==> src/rtl/piso_pkg.sv <==
// Shared constants and types for the PISO shift transmitter.
//   NIBBLE_W   : width of one transmitted word
//   FIFO_DEPTH : number of nibbles the input buffer can hold
//   state_e    : transmitter FSM states
package piso_pkg;

  localparam int unsigned NIBBLE_W   = 4;
  localparam int unsigned FIFO_DEPTH = 2;
  localparam int unsigned CNT_W      = $clog2(NIBBLE_W);
  localparam int unsigned FCNT_W     = $clog2(FIFO_DEPTH + 1);

  typedef enum logic {
    IDLE,
    SHIFT
  } state_e;

endpackage

==> src/rtl/nibble_fifo.sv <==
// Two-entry nibble FIFO with synchronous active-high reset.
//   clk_i   : clock, rising edge
//   rst_i   : synchronous reset, empties the FIFO
//   push_i  : write data_i this edge (ignored when full)
//   data_i  : nibble to write
//   pop_i   : discard head this edge (ignored when empty)
//   head_o  : oldest buffered nibble
//   count_o : number of buffered nibbles (0..FIFO_DEPTH)
module nibble_fifo
  import piso_pkg::*;
(
  input  logic                clk_i,
  input  logic                rst_i,
  input  logic                push_i,
  input  logic [NIBBLE_W-1:0] data_i,
  input  logic                pop_i,
  output logic [NIBBLE_W-1:0] head_o,
  output logic [FCNT_W-1:0]   count_o
);

  logic [NIBBLE_W-1:0] mem_q [FIFO_DEPTH];
  logic                wr_ptr_q;
  logic                rd_ptr_q;
  logic [FCNT_W-1:0]   count_q;
  logic                do_push;
  logic                do_pop;

  assign do_push = push_i && (count_q < FCNT_W'(FIFO_DEPTH));
  assign do_pop  = pop_i && (count_q != '0);
  assign head_o  = mem_q[rd_ptr_q];
  assign count_o = count_q;

  always_ff @(posedge clk_i) begin
    if (rst_i) begin
      for (int i = 0; i < FIFO_DEPTH; i++) mem_q[i] <= '0;
      wr_ptr_q <= 1'b0;
      rd_ptr_q <= 1'b0;
      count_q  <= '0;
    end else begin
      if (do_push) begin
        mem_q[wr_ptr_q] <= data_i;
        wr_ptr_q        <= ~wr_ptr_q;
      end
      if (do_pop) rd_ptr_q <= ~rd_ptr_q;
      unique case ({do_push, do_pop})
        2'b10:   count_q <= count_q + 1'b1;
        2'b01:   count_q <= count_q - 1'b1;
        default: count_q <= count_q;
      endcase
    end
  end

endmodule

==> src/rtl/piso_shift_transmitter.sv <==
// Parallel-in serial-out nibble transmitter, MSB first, with a 2-entry input FIFO.
//   sck        : clock, rising edge
//   rst        : synchronous active-high reset
//   din        : nibble to transmit, bit 3 first
//   din_valid  : din offered this cycle
//   din_ready  : din accepted this cycle (FIFO not full)
//   ready      : shift enable
//   done       : halt, overrides ready
//   mosi       : serial bit currently presented
//   mosi_valid : mosi is consumed at the next rising edge
//   pulse      : last bit of a nibble consumed this cycle
//   busy       : shifter holds a nibble
//   fifo_count : buffered nibbles (0..2)
module piso_shift_transmitter
  import piso_pkg::*;
(
  input  logic                sck,
  input  logic                rst,
  input  logic [NIBBLE_W-1:0] din,
  input  logic                din_valid,
  output logic                din_ready,
  input  logic                ready,
  input  logic                done,
  output logic                mosi,
  output logic                mosi_valid,
  output logic                pulse,
  output logic                busy,
  output logic [FCNT_W-1:0]   fifo_count
);

  state_e              state_q, state_d;
  logic [NIBBLE_W-1:0] shift_q, shift_d;
  logic [CNT_W-1:0]    bit_cnt_q, bit_cnt_d;
  logic                advance;
  logic                push;
  logic                pop;
  logic [NIBBLE_W-1:0] head;
  logic                fifo_nonempty;
  logic                last_bit;

  assign advance       = ready && !done;
  // Full means not ready even if the shifter pops this same cycle.
  assign din_ready     = fifo_count < FCNT_W'(FIFO_DEPTH);
  assign push          = din_valid && din_ready;
  assign fifo_nonempty = fifo_count != '0;
  assign last_bit      = bit_cnt_q == CNT_W'(NIBBLE_W - 1);

  nibble_fifo u_fifo (
    .clk_i   (sck),
    .rst_i   (rst),
    .push_i  (push),
    .data_i  (din),
    .pop_i   (pop),
    .head_o  (head),
    .count_o (fifo_count)
  );

  always_comb begin
    state_d   = state_q;
    shift_d   = shift_q;
    bit_cnt_d = bit_cnt_q;
    pop       = 1'b0;
    unique case (state_q)
      IDLE: begin
        if (fifo_nonempty) begin
          pop       = 1'b1;
          shift_d   = head;
          bit_cnt_d = '0;
          state_d   = SHIFT;
        end
      end
      SHIFT: begin
        if (advance) begin
          shift_d   = {shift_q[NIBBLE_W-2:0], 1'b0};
          bit_cnt_d = bit_cnt_q + 1'b1;
          if (last_bit) begin
            // Reload straight from the FIFO so consecutive nibbles have no gap bit.
            if (fifo_nonempty) begin
              pop       = 1'b1;
              shift_d   = head;
              bit_cnt_d = '0;
            end else begin
              state_d = IDLE;
            end
          end
        end
      end
      default: state_d = IDLE;
    endcase
  end

  always_ff @(posedge sck) begin
    if (rst) begin
      state_q   <= IDLE;
      shift_q   <= '0;
      bit_cnt_q <= '0;
    end else begin
      state_q   <= state_d;
      shift_q   <= shift_d;
      bit_cnt_q <= bit_cnt_d;
    end
  end

  assign busy       = state_q == SHIFT;
  assign mosi       = busy && shift_q[NIBBLE_W-1];
  assign mosi_valid = busy && advance;
  assign pulse      = busy && advance && last_bit;

endmodule

==> config.mk <==
export PLATFORM = sky130hd
export DESIGN_NAME = piso_shift_transmitter
export DESIGN_NICKNAME = d
export VERILOG_FILES = /design/src/rtl/piso_pkg.sv /design/src/rtl/nibble_fifo.sv /design/src/rtl/piso_shift_transmitter.sv
export SDC_FILE = /design/constraint.sdc
export NUM_CORES = 1
export LEC_CHECK = 0
export ABC_AREA = 1
export ABC_CLOCK_PERIOD_IN_PS = 1850
export BUFFER_PORTS_ARGS = -buffer_cell sky130_fd_sc_hd__buf_2
export CORE_UTILIZATION = 49
export DETAILED_ROUTE_END_ITERATION = 8
export GPL_TIMING_DRIVEN = 0
export PLACE_DENSITY = 0.84
export SETUP_SLACK_MARGIN = 0.4
export SYNTH_ARGS = -nofsm -noshare
export SYNTH_HDL_FRONTEND = slang
export SYNTH_HIERARCHICAL = 1
export SYNTH_SLANG_ARGS = --single-unit
==> constraint.sdc <==
create_clock -name sck -period 1.85 [get_ports sck]
set_clock_uncertainty 0.1 [all_clocks]
set_input_delay 0.185 -clock sck [delete_from_list [all_inputs] [get_ports sck]]
set_output_delay 0.185 -clock sck [all_outputs]
set_load 0.1 [all_outputs]
======== Yosys cells after proc, flatten, opt, wreduce, memory -nomap -nowiden ========
Memories as Yosys holds them, arrays and structs flattened. A register that Yosys moved wholly into a read port is not among the register bits.
Cells that the tools add are included.
operators by class
  add/subtract/negate cells ............... 3
  $lt $le $gt $ge ......................... 1
  eq/ne operators ......................... 5
  mux-type cells .......................... 28
  bitwise logic cells ..................... 3
  reductions and logical operators ........ 12
operators with widths
  kind                 count
  $mux 4               5
  $mux 1               14
  $mux 2               4
  $pmux 2 s2           2
  $pmux 4 s2           1
  $logic_and 1x1->1    7
  $add 2x1->2 const B  2
  $eq 2x2->1 const B   2
  $pmux 1 s2           2
  $reduce_bool 2->1    2
  $reduce_or 4->1      1
  $not 1->1            3
  $eq 2x1->1 const B   1
  $lt 2x2->1 const B   1
  $ne 2x1->1 const B   1
  $ne 2x2->1 const B   1
  $reduce_and 2->1     1
  $sub 2x1->2 const B  1
  $logic_not 1->1      1
word-level totals
  bits in registers ....................... 11
  bits in writable memories ............... 8
  input bits .............................. 9
  output and inout bits ................... 7
  word-level logic and storage cells ...... 59
  memories kept ........................... 1
memories
  name          words  bits a word  rd ports  clocked after Yosys merged registers in  wr ports  line               source
  u_fifo.mem_q  2      4            1         1                                        2         nibble_fifo.sv:21  logic [NIBBLE_W-1:0] mem_q [FIFO_DEPTH];

======== Longest topological paths before layout ========
Gate-level depths: netlist of run 1.
  depth in word-level cells ............... 8
  gate-level depth with buffers ........... 13
  gate-level depth less buffers ........... 13

======== By module ========
The synthesis of run 1 kept the hierarchy.
modules (own cells, without submodules)
  module                  instances  cells each  area each (um^2)  sequential area each (um^2)
  nibble_fifo             1          62          580.6             340.3
  piso_shift_transmitter  1          62          435.4             140.1

======== Least setup slack after synthesis of run 1 ========
OpenSTA, ideal clock, no wires.
  path type ............................... register -> output
  start ................................... reg state_q (netlist: busy)
  end ..................................... out pulse
  arrival ................................. 2571 ps
  data required time ...................... 1565 ps
  path slack .............................. -1006 ps
  stages on the path, launching flop included .. 4
  path buffers ............................ 1
  cells stage by stage .................... dfxtp_1 buf_6 nand3_4 nor2_1
between the ends
  word-level cells in the longest chain between the ends .. 2
RTL lines
  what                            line                           source
  start, declared                 piso_shift_transmitter.sv:31   state_e state_q, state_d;
  start signal, assigned          piso_shift_transmitter.sv:98   state_q <= state_d;
  $logic_and 1x1->1 (2 in a row)  piso_shift_transmitter.sv:107  assign pulse = busy && advance && last_bit;
  end, declared                   piso_shift_transmitter.sv:26   output logic pulse,
No other way between the ends.

======== Worst setup path in the final report of run 1 ========
  start ................................... reg bit_cnt_q[0]
  end ..................................... reg u_fifo.count_q[1] (netlist: u_fifo/count_o[1])
between the ends
  word-level cells in the longest chain between the ends .. 7
  elaborated cells on any way between the ends .. 9
  classes of those cells .................. 3 x eq/ne; 4 x mux; 2 x reduce/logical
RTL lines
  what                                                    line                           source
  start, declared                                         piso_shift_transmitter.sv:33   logic [CNT_W-1:0] bit_cnt_q, bit_cnt_d;
  start signal, assigned                                  piso_shift_transmitter.sv:100  bit_cnt_q <= bit_cnt_d;
  $eq 2x2->1 *                                            piso_shift_transmitter.sv:46   assign last_bit = bit_cnt_q == CNT_W'(NIBBLE_W - 1);
  $mux 1 *                                                piso_shift_transmitter.sv:76   if (last_bit) begin
  $mux 1 *                                                piso_shift_transmitter.sv:73   if (advance) begin
  $pmux 1 s2 *                                            piso_shift_transmitter.sv:63   unique case (state_q)
  via pop                                                 piso_shift_transmitter.sv:36   logic pop;
  $logic_and 1x1->1 *                                     nibble_fifo.sv:29              assign do_pop = pop_i && (count_q != '0);
  via u_fifo.do_pop                                       nibble_fifo.sv:26              logic do_pop;
  $eq 2x1->1 / $eq 2x2->1 (equally long branches)         nibble_fifo.sv:45              unique case ({do_push, do_pop})
  $pmux 2 s2 / $reduce_bool 2->1 (equally long branches)  n/a
  end signal, assigned                                    nibble_fifo.sv:46              2'b10: count_q <= count_q + 1'b1;
  end signal, assigned                                    nibble_fifo.sv:47              2'b01: count_q <= count_q - 1'b1;
  end signal, assigned                                    nibble_fifo.sv:48              default: count_q <= count_q;
  end, declared                                           nibble_fifo.sv:24              logic [FCNT_W-1:0] count_q;
The timed path passes the listed nets; every way through them passes the cells marked *.
A chain may end at the register's enable or synchronous reset.

==> out/qor.yml, run 1 <==
antenna_found_initial: 0
io-pin-count: 16
gr-usage-all-layers_pct: 23.1
synth_compound_area_share_pct: 11.3
place_ws_ns: -0.0348
cts_root_buffer: "clkbuf_4"
fillCellCount: 130
seqCellArea_um2: 494
outcome: "finished, violations left"
holdWs_ns: -0.0105
netlist_area_um2: 1020
vias_per_cell: 5.07
rsz0062_at_grt: "true"
synthMostInstantiatedCell: "nor2_1"
gp_congestion: 0.704
port_buffers: 15
hold_violations: 2
worstSkewPairLatency_ns: 0.31
grt_start_max_net_pins: 13
die-area_um2: 2260
violations: "negative hold slack"
ir_drop_mv: 1.44
start_util_pct: 51.8
area_growth_syn_to_layout_pct: 45.3
nets: 173
tns_ns: 0
yosysSeqAreaShare_pct: 47.3
placeableCoreArea_um2: 1960
post_drt_wl_per_cell_um: 14.9
highest_layer: "met4"
p_per_area_nw_per_um2: 1720
grt_pass1_wl_mm: 3.45
synth_fp_nets: 135
maxCapViolCount: 0
synth_xor_area_share_pct: 0
relSlewSlack_pct: 67.8
ys_types: 21
drc: 0
first_iter_violations: 25
leakage_nw: 0.683
clkSinkCount: 20
htree_levels: 1
synth_cells: 124
yosysWarnings: 6
setup_violations: 0
overflow: 0
die_w_um: 47.5
clock_path_buffers: 2
diodes: 0
cts_tree: "built"
synthArstFlopShare_pct: 0
final_area_um2: 1480
fin_ws_ns: 0.0835
crit_path_start_kind: "flop"
endpoint_kind: "flop"
final_util_pct: 75.3
firstDrtPassIters: 4
synth_commonest_cells: "nor2_1 (25), inv_1 (22), nand2_1 (17)"
num_rows: 16
worst_pin_slew_ns: 0.486
drive_gt1_share_pct: 42.9
max_freq_ghz: 0.566
yosysTopAreaCell: "dfxtp_1"
synth-adder-area-share_pct: 2.46
period_share_pct: 95.5
fin_crit_ns: 1.77
synth_edf_count: 8
min_path_type: "input pin to flop"
die_h_um: 47.5
first_global_vias: 803
placed_area_um2: 1160
via_count: 954
syn_avg_cell_area_um2: 8.19
wl_met1_mm: 1.04
cp_max_fo: 4
wl_mm: 2.80
hpwl_mm: 1.57
crit_type: "flop to flop"
clk_pin_slew_ns: 0.12
yosys-top-cells-area: "dfxtp_1 (24%), edfxtp_1 (24%), nor2_1 (9.2%), inv_1 (8.1%), nand2_1 (6.3%)"
synthFlopType: "dfxtp_1"
slew_viol_final: 0
routed-wl-met2_mm: 1.53
ys_seq_elements: 20
wl_met3_um: 98
cp.arrival_ns: 1.89
synth_top_area_share_pct: 23.6
cts_made_buffers: 3
synthMuxAreaShare_pct: 4.43
synth_top_family_by_area: "simple AND/OR/NAND/NOR gates"
multi_input_area_um2: 503
ant_nets: 0
synth-simple-area-share_pct: 24.5
critPathRequiredTime_ns: 1.97
final timing paths:
kind	depth (start not counted)	slack (ns)	endpoint	from
setup reg to reg	12	0.08	u_fifo/count_o[1]	bit_cnt_q[0]
hold / removal	2	-0.01	busy	rst
hold reg to reg	2	0.43	u_fifo/wr_ptr_q	u_fifo/wr_ptr_q
setup / recovery	12	0.08	u_fifo/count_o[1]	bit_cnt_q[0]
metrics by stage:
step                      power, W  hold slack [ns]  cells
after floorplan            0.00158            0.144    124
after global placement     0.00171            0.292    166
after detailed placement   0.00177            0.297    166
after CTS                  0.00231          -0.0329    180
after global routing       0.00267          -0.0161    188
final                      0.00254          -0.0105    188
cells by family after synthesis:
family                     after synthesis
muxes                                    4
adders and majority gates                2
DFF                                     20
AOI/OAI and AO/OA                       18
buffers and inverters                   25
and+or+nand+nor                         55
power by group:
part,internal [W],switching [W]
Combinational,0.000538,0.000887
Sequential,0.000614,0.000134
Clock,0.000219,0.000148
Total,0.00137,0.00117
final cells by class:
type / instances / share of cell area (%)
clock buffer: 3 / 1.53
inverter: 24 / 7.03
buffer: 1 / 1.02
tap: 27 / 2.29
multi-input combinational: 79 / 34.1
timing repair buffer: 33 / 18.6
clock inverter: 1 / 2.03
sequential: 20 / 33.5
metal layers:
| metal | GRT usage [%] | vias to the layer above |
|---|---|---|
| met3 | 3.77 | 12 |
| met4 | 13.3 | 0 |
| met2 | 44.7 | 31 |
| met1 | 23.0 | 444 |
| met5 | 0 | - |
| li1 | - | 467 |
critical path: stages, from the launching register on:
cell	delay, ns
dfxtp_2	0.37
ha_4	0.16
inv_4	0.04
o21ai_4	0.12
inv_1	0.05
nor2_1	0.11
o21ai_1	0.10
inv_1	0.12
ha_4	0.22
inv_4	0.06
nand4_1	0.10
nand2_1	0.08
nor2_1	0.05
state kept, by name, indices dropped and copies added (netlist names), named ones only:
register / flops
u_fifo/rd_ptr_q: 1
u_fifo/count_o: 2
shift_q: 4
u_fifo/wr_ptr_q: 1
bit_cnt_q: 2
busy: 1
u_fifo/mem_q: 8
what timing repair did:
action                                 4_1_cts  5_1_grt
resized for setup                           24       16
pin swaps                                    7        8
endpoints found under the hold margin        2        2
setup buffers                               10        8
setup endpoints to repair                   14       18
cells in the final DEF, fill, tap and decap left out, drive strengths merged, types with 2 or more instances in the layout:
master	Yosys	final
a21oi	8	8
dfxtp	12	12
inv	24	22
ha	2	2
o21ai	9	9
mux2	4	4
buf	1	33
nand3	7	7
clkbuf	0	4
edfxtp	8	8
nand2	19	19
nor2	27	27
(Power assumes the default switching activity.)
==> run 2: changes to the inputs <==
--- a/config.mk
+++ b/config.mk
@@ -9,4 +9,5 @@
 export ABC_CLOCK_PERIOD_IN_PS = 1850
 export BUFFER_PORTS_ARGS = -buffer_cell sky130_fd_sc_hd__buf_2
+export CORE_MARGIN = 4
 export CORE_UTILIZATION = 49
 export DETAILED_ROUTE_END_ITERATION = 8
==> constraint.sdc (replaced) <==
create_clock -name sck -period 1.85 [get_ports sck]
set_clock_uncertainty 0.1 [all_clocks]
set_input_delay 0.4625 -clock sck [delete_from_list [all_inputs] [get_ports sck]]
set_output_delay 0.4625 -clock sck [all_outputs]
set_load 0.1 [all_outputs]
==> run 2 against run 1 <==
Effect of this change:
- the flow now finishes without violations
- sequential power decreased by 4.1%
- worst hold slack better by 0.24 ns
- via count up 9.2%
- cell count is 2.7% higher
- critical path depth is 8 lower
- register-to-register slack about the same
- count of clock-buffer cells in the layout did not move
- power grew 14%
- routed wire length increased by 10%
- clock power grew 2%
- maximum frequency decreased by 2.0%
- critical endpoint is now pulse
- largest power group unchanged
- highest routed layer unchanged
==> out/qor.yml, run 2 (same netlist as run 1, synthesis figures left out) <==
outcome: "finished, final reports clean"
min_from: "rst"
start_util_pct: 51.8
crit_path_start_kind: "flop"
cts_root_buffer: "clkbuf_4"
final_common_cell: "nor2_1"
leakage_nw: 0.715
largest_register_ffs: 8
ant_nets: 0
fin_crit_ns: 1.80
gp_congestion: 0.755
die-area_um2: 2870
final_cells: 193
critPathRequiredTime_ns: 1.29
regToRegStartpoint: "bit_cnt_q[0]"
clkSinkCount: 20
drive_gt1_share_pct: 50.0
rsz0062_at_grt: "true"
fin_ws_ns: 0.0480
maxCapViolCount: 0
post_drt_wl_per_cell_um: 16.0
grt_start_max_net_pins: 13
hpwl_mm: 1.44
max_freq_ghz: 0.555
htree_levels: 1
worstSkewPairLatency_ns: 0.32
setup_violations: 0
num_rows: 16
antenna_found_initial: 0
placeableCoreArea_um2: 1960
cp_cell_sequence: "buf_8 -> nand3_4 -> nor2_4 -> buf_12"
place_inst: 166
grt_pass1_wl_mm: 4.02
clk_pin_slew_ns: 0.13
area_growth_syn_to_layout_pct: 57.3
critPathMaxStageDelay_ns: 0.38
io-pin-count: 16
setup.worst_path.start: "busy"
period_share_pct: 97.4
port_buffers: 15
p_per_area_nw_per_um2: 1810
first_iter_violations: 15
cts_tree: "built"
slew_viol_final: 0
clock_path_buffers: 2
firstDrtPassIters: 4
overflow: 0
relSlewSlack_pct: 69.8
crit_path_top_delay_cell: "dfxtp_4"
ir_drop_mv: 1.55
gr-usage-all-layers_pct: 19.4
worst_pin_slew_ns: 0.448
regMostFlops: "u_fifo/mem_q"
cp.arrival_ns: 1.24
vias_per_cell: 5.40
hold_violations: 0
postCtsHoldBufs: 0
cp_max_fo: 4
first_global_vias: 930
wl_mm: 3.09
place_ws_ns: -0.105
endpoint_kind: "primary output"
cts_made_buffers: 3
diodes: 0
crit_type: "flop to primary output"
largestRegisters: "u_fifo/mem_q (8), shift_q (4)"
min_path_type: "input pin to flop"
layout_common_cells: "nor2_1 (20), inv_1 (16), buf_4 (16)"
via_count: 1042
die_h_um: 53.5
die_w_um: 53.5
nets: 178
drc: 0
run 2: cell types whose count changed in the layout (fill, tap and decap cells not counted), sizes merged:
cell      previous run  this run
buf                 33        39
clkbuf               4         3
clkinv               1         0
clkinvlp             1         2
run 2: timing repair:
item,CTS,global route
buffers inserted,15,8
pin swaps,8,13
setup endpoints to repair,11,23
resized for setup,34,27
run 2: path summary, 6_finish.rpt:
check / cells past startpoint / end / slack [ns]
setup reg to reg: 9 / flop / 0.07
setup / recovery: 4 / pulse / 0.05
hold reg to reg: 2 / bit_cnt_q[1] / 0.41
hold / removal: 2 / bit_cnt_q[1] / 0.23
run 2: layout make-up:
| type | instances | area (µm²) |
|---|---|---|
| Sequential cell | 20 | 494 |
| Inverter | 24 | 105 |
| Clock buffer | 3 | 22.5 |
| Tap cell | 27 | 33.8 |
| Buffer | 1 | 15.0 |
| Fill cell | 122 | 364 |
| Clock inverter | 1 | 30.0 |
| Multi-Input combinational cell | 79 | 527 |
| Timing Repair Buffer | 38 | 370 |
run 2: layer usage:
metal	up-vias	wire [µm]	part of all wire, %	global-route usage, %
met5	-	0	0	0
met4	0	111	3.6	8.09
met3	15	184	5.9	4.43
met2	51	1740	56	36.5
met1	496	1050	34	20.3
li1	480	-	-	-
run 2: stage by stage:
stage	util, %	hold slack (ns)	power [W]	instance area (µm²)	TNS (ns)
after CTS	73.5	0.253	0.00246	1440	0
final	81.4	0.227	0.00289	1600	0
after floorplan	-	0.357	0.00159	1050	-0.0465
after global placement	58.9	0.372	0.00171	1160	-0.0589
after detailed placement	58.9	0.380	0.00176	1160	-0.209
after global routing	81.4	0.223	0.00301	1600	-0.0170
run 2: critical path: cells and delay by family, from the launching register on:
family / cells / cell delay, ns
and+or+nand+nor: 2 / 0.24
DFF: 1 / 0.38
buffers and inverters: 2 / 0.29
run 2: report_power, final:
part	switching (W)	internal (W)	leakage, nW
combinational	0.00103	0.000768	0.502
sequential	0.000104	0.000613	0.185
clock	0.000157	0.000219	0.0279
total	0.00129	0.00160	0.715
